===== config.mk =====
export PLATFORM = sky130hd
export DESIGN_NAME = uart_tx_arbiter
export DESIGN_NICKNAME = d
export VERILOG_FILES = /design/src/rtl/uart_tx_arbiter.sv
export SDC_FILE = /design/constraint.sdc
export NUM_CORES = 1
export LEC_CHECK = 0
export ABC_AREA = 1
export CORE_MARGIN = 5
export CORE_UTILIZATION = 25
export DETAILED_ROUTE_END_ITERATION = 7
export RECOVER_POWER = 25
export REMOVE_ABC_BUFFERS = 1
export SLEW_MARGIN = 25
export SYNTH_ARGS = -nofsm -noshare
export SYNTH_HDL_FRONTEND = slang
export SYNTH_SLANG_ARGS = --single-unit

===== constraint.sdc =====
create_clock -name sysclk -period 2.2 [get_ports sysclk]
set_clock_uncertainty 0.1 [all_clocks]
set_input_delay 0.22 -clock sysclk [delete_from_list [all_inputs] [get_ports sysclk]]
set_output_delay 0.22 -clock sysclk [all_outputs]
set_load 0.03 [all_outputs]

===== src/rtl/uart_tx_arbiter.sv =====
// rtl/uart_tx_arbiter.sv - round-robin arbiter for two byte sources in front of an 8N1 UART transmitter
module uart_tx_arbiter #(
  parameter int CLKS_PER_BIT = 10416,
  parameter int CNT_W        = 14
) (
  input  logic        sysclk,
  input  logic        reset,
  input  logic        req0_valid,
  input  logic [7:0]  req0_data,
  output logic        req0_ready,
  input  logic        req1_valid,
  input  logic [7:0]  req1_data,
  output logic        req1_ready,
  output logic        UART_TX,
  output logic        busy,
  output logic        grant_id,
  output logic        tx_done,
  output logic [15:0] frame_cnt
);

  localparam logic [1:0] IDLE  = 2'd0;
  localparam logic [1:0] START = 2'd1;
  localparam logic [1:0] DATA  = 2'd2;
  localparam logic [1:0] STOP  = 2'd3;

  localparam logic [CNT_W-1:0] BAUD_LAST = CNT_W'(CLKS_PER_BIT - 1);

  logic [1:0]       state;
  logic [CNT_W-1:0] baud_cnt;
  logic [2:0]       bit_cnt;
  logic [7:0]       shift;
  logic             last_grant;

  logic idle;
  logic bit_end;
  logic pick0;
  logic pick1;

  // Winner selection: a lone requester wins, a tie goes to whoever did not own the last frame.
  always_comb begin
    idle    = (state == IDLE);
    bit_end = (baud_cnt == BAUD_LAST);
    pick0   = req0_valid && (!req1_valid || last_grant);
    pick1   = req1_valid && (!req0_valid || !last_grant);
  end

  // Ready only in IDLE and never while reset is held; pick0/pick1 are mutually exclusive.
  assign req0_ready = idle && !reset && pick0;
  assign req1_ready = idle && !reset && pick1;
  assign busy       = !idle;
  // Pulse during the final stop-bit cycle, the same cycle whose edge bumps frame_cnt.
  assign tx_done    = !reset && (state == STOP) && bit_end;

  // Frame sequencer: the line level is registered so each bit is a whole number of baud periods.
  always_ff @(posedge sysclk) begin
    if (reset) begin
      state      <= IDLE;
      baud_cnt   <= '0;
      bit_cnt    <= '0;
      shift      <= '0;
      last_grant <= 1'b1;
      grant_id   <= 1'b0;
      UART_TX    <= 1'b1;
      frame_cnt  <= '0;
    end else begin
      case (state)
        IDLE: begin
          if (req0_ready || req1_ready) begin
            shift      <= req1_ready ? req1_data : req0_data;
            grant_id   <= req1_ready;
            last_grant <= req1_ready;
            baud_cnt   <= '0;
            UART_TX    <= 1'b0;
            state      <= START;
          end
        end
        START: begin
          if (bit_end) begin
            baud_cnt <= '0;
            bit_cnt  <= '0;
            UART_TX  <= shift[0];
            state    <= DATA;
          end else begin
            baud_cnt <= baud_cnt + CNT_W'(1);
          end
        end
        DATA: begin
          if (bit_end) begin
            baud_cnt <= '0;
            if (bit_cnt == 3'd7) begin
              UART_TX <= 1'b1;
              state   <= STOP;
            end else begin
              bit_cnt <= bit_cnt + 3'd1;
              UART_TX <= shift[bit_cnt + 3'd1];
            end
          end else begin
            baud_cnt <= baud_cnt + CNT_W'(1);
          end
        end
        default: begin
          if (bit_end) begin
            baud_cnt  <= '0;
            frame_cnt <= frame_cnt + 16'd1;
            state     <= IDLE;
          end else begin
            baud_cnt <= baud_cnt + CNT_W'(1);
          end
        end
      endcase
    end
  end

endmodule


==> results.md <==
### Global route
• **number of global-route vias before repair** 2,465
• **maximum number of pins on one net before global-route repair** 21
• **global-route wire length before repair** 11,400 um
• **GRT Residual Overflow** 0
• **initial antenna violation count** 0
• **Total GRT Usage** 10.6%

### Detailed routing
• **number of antenna-violating nets in the routed design** 0
• **violation count after the first detailed-route iteration** 195
• **routed vias/inst** 4.51
• **via count** 2,632
• **Detailed Route WL** 6550 um
• **Pre-Repair DR Iteration Count** 4
• **DRC violations left** 0
• **mean routed wirelength per cell** 11.2 um

### Clock tree
• **insertion delay of the later-clocked pin in the worst-skew pair** 0.30 ns
• **CTS clk-pin slew, worst paths** 0.09 ns
• **post-CTS repair timing setup buffer count** 0
• **cts bufs inserted** 5
• **root buffer selected by CTS** sky130_fd_sc_hd__clkbuf_8
• **number of H-tree levels** 2
• **number of hold-repair buffers added at the cts stage** 0
• **Bufs on Longest Clock Path** 2
• **CTS tree** done
• **TritonCTS sink count** 46

### Placed design
• **number of port buffers** 41
• **RePlAce Congestion** 0.800
• **post-detail-place hpwl** 5150 um

### Logic synthesis
• **most used standard cell by instance count after synthesis** sky130_fd_sc_hd__nand2_1
• **Adder-Cell Fraction of Synth Area** 3.72%
• **Primary FF master, synth** sky130_fd_sc_hd__dfxtp_1
• **compound-gate portion of the synthesized area** 13.5%
• **top area cells in the synthesized netlist** sky130_fd_sc_hd__dfxtp_1, sky130_fd_sc_hd__nand2_1, sky130_fd_sc_hd__inv_1
• **top cells by count, synth** sky130_fd_sc_hd__nand2_1, sky130_fd_sc_hd__inv_1, sky130_fd_sc_hd__dfxtp_1
• **post-synthesis share of cell area spent on xor and xnor gates** 1.95%
• **synthesized-area fraction occupied by and/or/nand/nor cells** 36.4%
• **fraction of synthesis flops using an asynchronous set or reset pin** 0%
• **warning count from the yosys run** 0
• **instance count of the mapped netlist** 400
• **number of distinct library cell variants in the gate-level netlist after synthesis** 35
• **number of flops mapped to enable cells by yosys** 0
• **share of synthesized area spent on multiplexers** 0%
• **flip-flop and latch count after synthesis** 46
• **mean area per synthesized cell** 6.72 um^2
• **library cell with the largest summed area after synthesis** sky130_fd_sc_hd__dfxtp_1
• **sequential area share after synthesis** 34.2%
• **post-synth design cell area** 0.00269 mm^2
• **proportion of netlist area held by the largest area contributor** 34.2%
• **combinational family with the most area after synthesis** simple AND/OR/NAND/NOR gates

### Timing
• **worst slew pin tran** 0.470 ns
• **final number of setup-violating endpoints** 0
• **number of hold violations in the final report** 0
• **Post-Route Hold Slack** 0.349 ns
• **Final Max Slew Viols** 0
• **highest clock rate** 0.487 GHz
• **sum of negative setup slack** 0 ns
• **setup repair after global routing missed its margin** no
• **worst max-slew margin expressed relative to the limit** 68.7%
• **portion of the clock cycle consumed by the worst path in the final layout** 93.3%
• **min cycle time layout** 2.05 ns

### Setup path
• **type of element launching the critical path** register
• **Largest stage delay, worst path** 0.36 ns
• **cell breakdown of the critical path** ha_1, nand3_2, nor2_2, nand2_4, nor2_4, inv_1, nor2_1, buf_4
• **maximum net fanout on the critical path** 5
• **Worst path slowest cell** sky130_fd_sc_hd__dfxtp_1
• **number of buffer and inverter instances along the worst setup path** 2
• **crit path capture type** primary output
• **family with the most delay on the worst path** simple AND/OR/NAND/NOR gates
• **Crit Path Category** register to primary output
• **Arrival @ worst endpoint** 1.73 ns
• **data required time of the critical path** 1.88 ns

### Floorplan
• **die width** 114 um
• **effective utilization at floorplan** 25.8%
• **DIE HEIGHT** 114 um
• **Placeable Area** 0.0104 mm^2
• **DIE AREA** 0.0129 mm^2
• **FP Rows** 37
• **I/O pin cnt** 42

### Finish
• **fraction of final layout cells sized beyond drive strength 1** 10.1%
• **ANT cells** 0
• **final standard cell utilization of the core** 32.4%
• **post-layout net count** 474
• **number of filler instances in the final layout** 1,134
• **relative area change from synthesis to final layout** 25.7%

### Power and ir drop
• **Peak VDD IR** 0.299 mV
• **P_leak** 1.30 nW
• **cell area power density** 759 mW/mm^2

### Worst hold path
• **Worst Hold Class** register to register

### Outcome
• **run status** finished clean

### Flow run
• **max-cap check violation count** 0

[through the flow]
stage               power (mW)  instances  setup slack, ns  cell area (um^2)
floorplan                 1.56        393            0.267              2630
global placement          1.81        575            0.328              3240
detailed placement        1.82        575            0.270              3240
CTS                       2.61        583           0.0337              3380
global route              2.73        583           0.0189              3380
finish                    2.56        583            0.148              3380
[registers in the layout (all words and copies together), names as in the netlist]
name and count:
UART_TX 1, baud_cnt 14, bit_cnt 3, frame_cnt 16, grant_id 1, last_grant 1, shift 8, state 2
[kinds of logic (layout without fill, tap and decap cells)]
group	Yosys count	after routing
adder cells (fa/ha/maj)	8	8
XOR/XNOR	6	6
flip-flops	46	46
AND/OR/NAND/NOR	215	215
AO/OA/AOI/OAI	63	63
buffers and inverters	62	109
[layout by cell type (no fill, tap or decap), types with 7 or more instances in the layout]
cell type,count
sky130_fd_sc_hd__nand3_1,34
sky130_fd_sc_hd__nand2_2,7
sky130_fd_sc_hd__nand2_1,111
sky130_fd_sc_hd__o21ai_0,13
sky130_fd_sc_hd__a21oi_1,33
sky130_fd_sc_hd__ha_1,8
sky130_fd_sc_hd__dlygate4sd3_1,7
sky130_fd_sc_hd__buf_4,7
sky130_fd_sc_hd__nor2_1,33
sky130_fd_sc_hd__o211ai_1,9
sky130_fd_sc_hd__clkdlybuf4s50_1,30
sky130_fd_sc_hd__nand4_1,9
sky130_fd_sc_hd__inv_1,47
sky130_fd_sc_hd__dfxtp_1,45
[final timing paths]
kind | start | endpoint | slack [ns] | cells after the start
worst max-delay path | baud_cnt[1] | tx_done | 0.15 | 8
worst min-delay path | baud_cnt[0] | baud_cnt[0] | 0.35 | 1
worst max register to register | baud_cnt[1] | frame_cnt[3] | 0.23 | 9
worst min register to register | baud_cnt[0] | baud_cnt[0] | 0.35 | 1
[metal layers]
metal  GRT usage [%]  routed length, um  vias up
met5               0                  0        -
met3            3.29                336        4
met2            18.1               3220       49
li1                -                  -     1391
met1            12.7               2950     1188
met4            3.21                 41        0
[power by group]
group | total, mW | switching, mW | internal [mW]
clock network | 0.775 | 0.291 | 0.485
registers | 0.987 | 0.0649 | 0.922
logic | 0.803 | 0.531 | 0.271
[timing repair]
item	in CTS	in global routing
setup endpoints to repair	0	2
endpoints found under the hold margin	0	0
gates resized for setup	0	3
[cell type report]
cell class | count | area, um^2 | share of cell area [%]
clock inverter | 2 | 60.1 | 1.78
multi-input combinational | 292 | 1500 | 44.2
tap | 136 | 170 | 5.04
clock buffer | 6 | 82.6 | 2.44
timing repair buffer | 46 | 439 | 13.0
sequential | 46 | 922 | 27.3
inverter | 55 | 210 | 6.22
No activity file was read; power rests on OpenSTA's default activity.
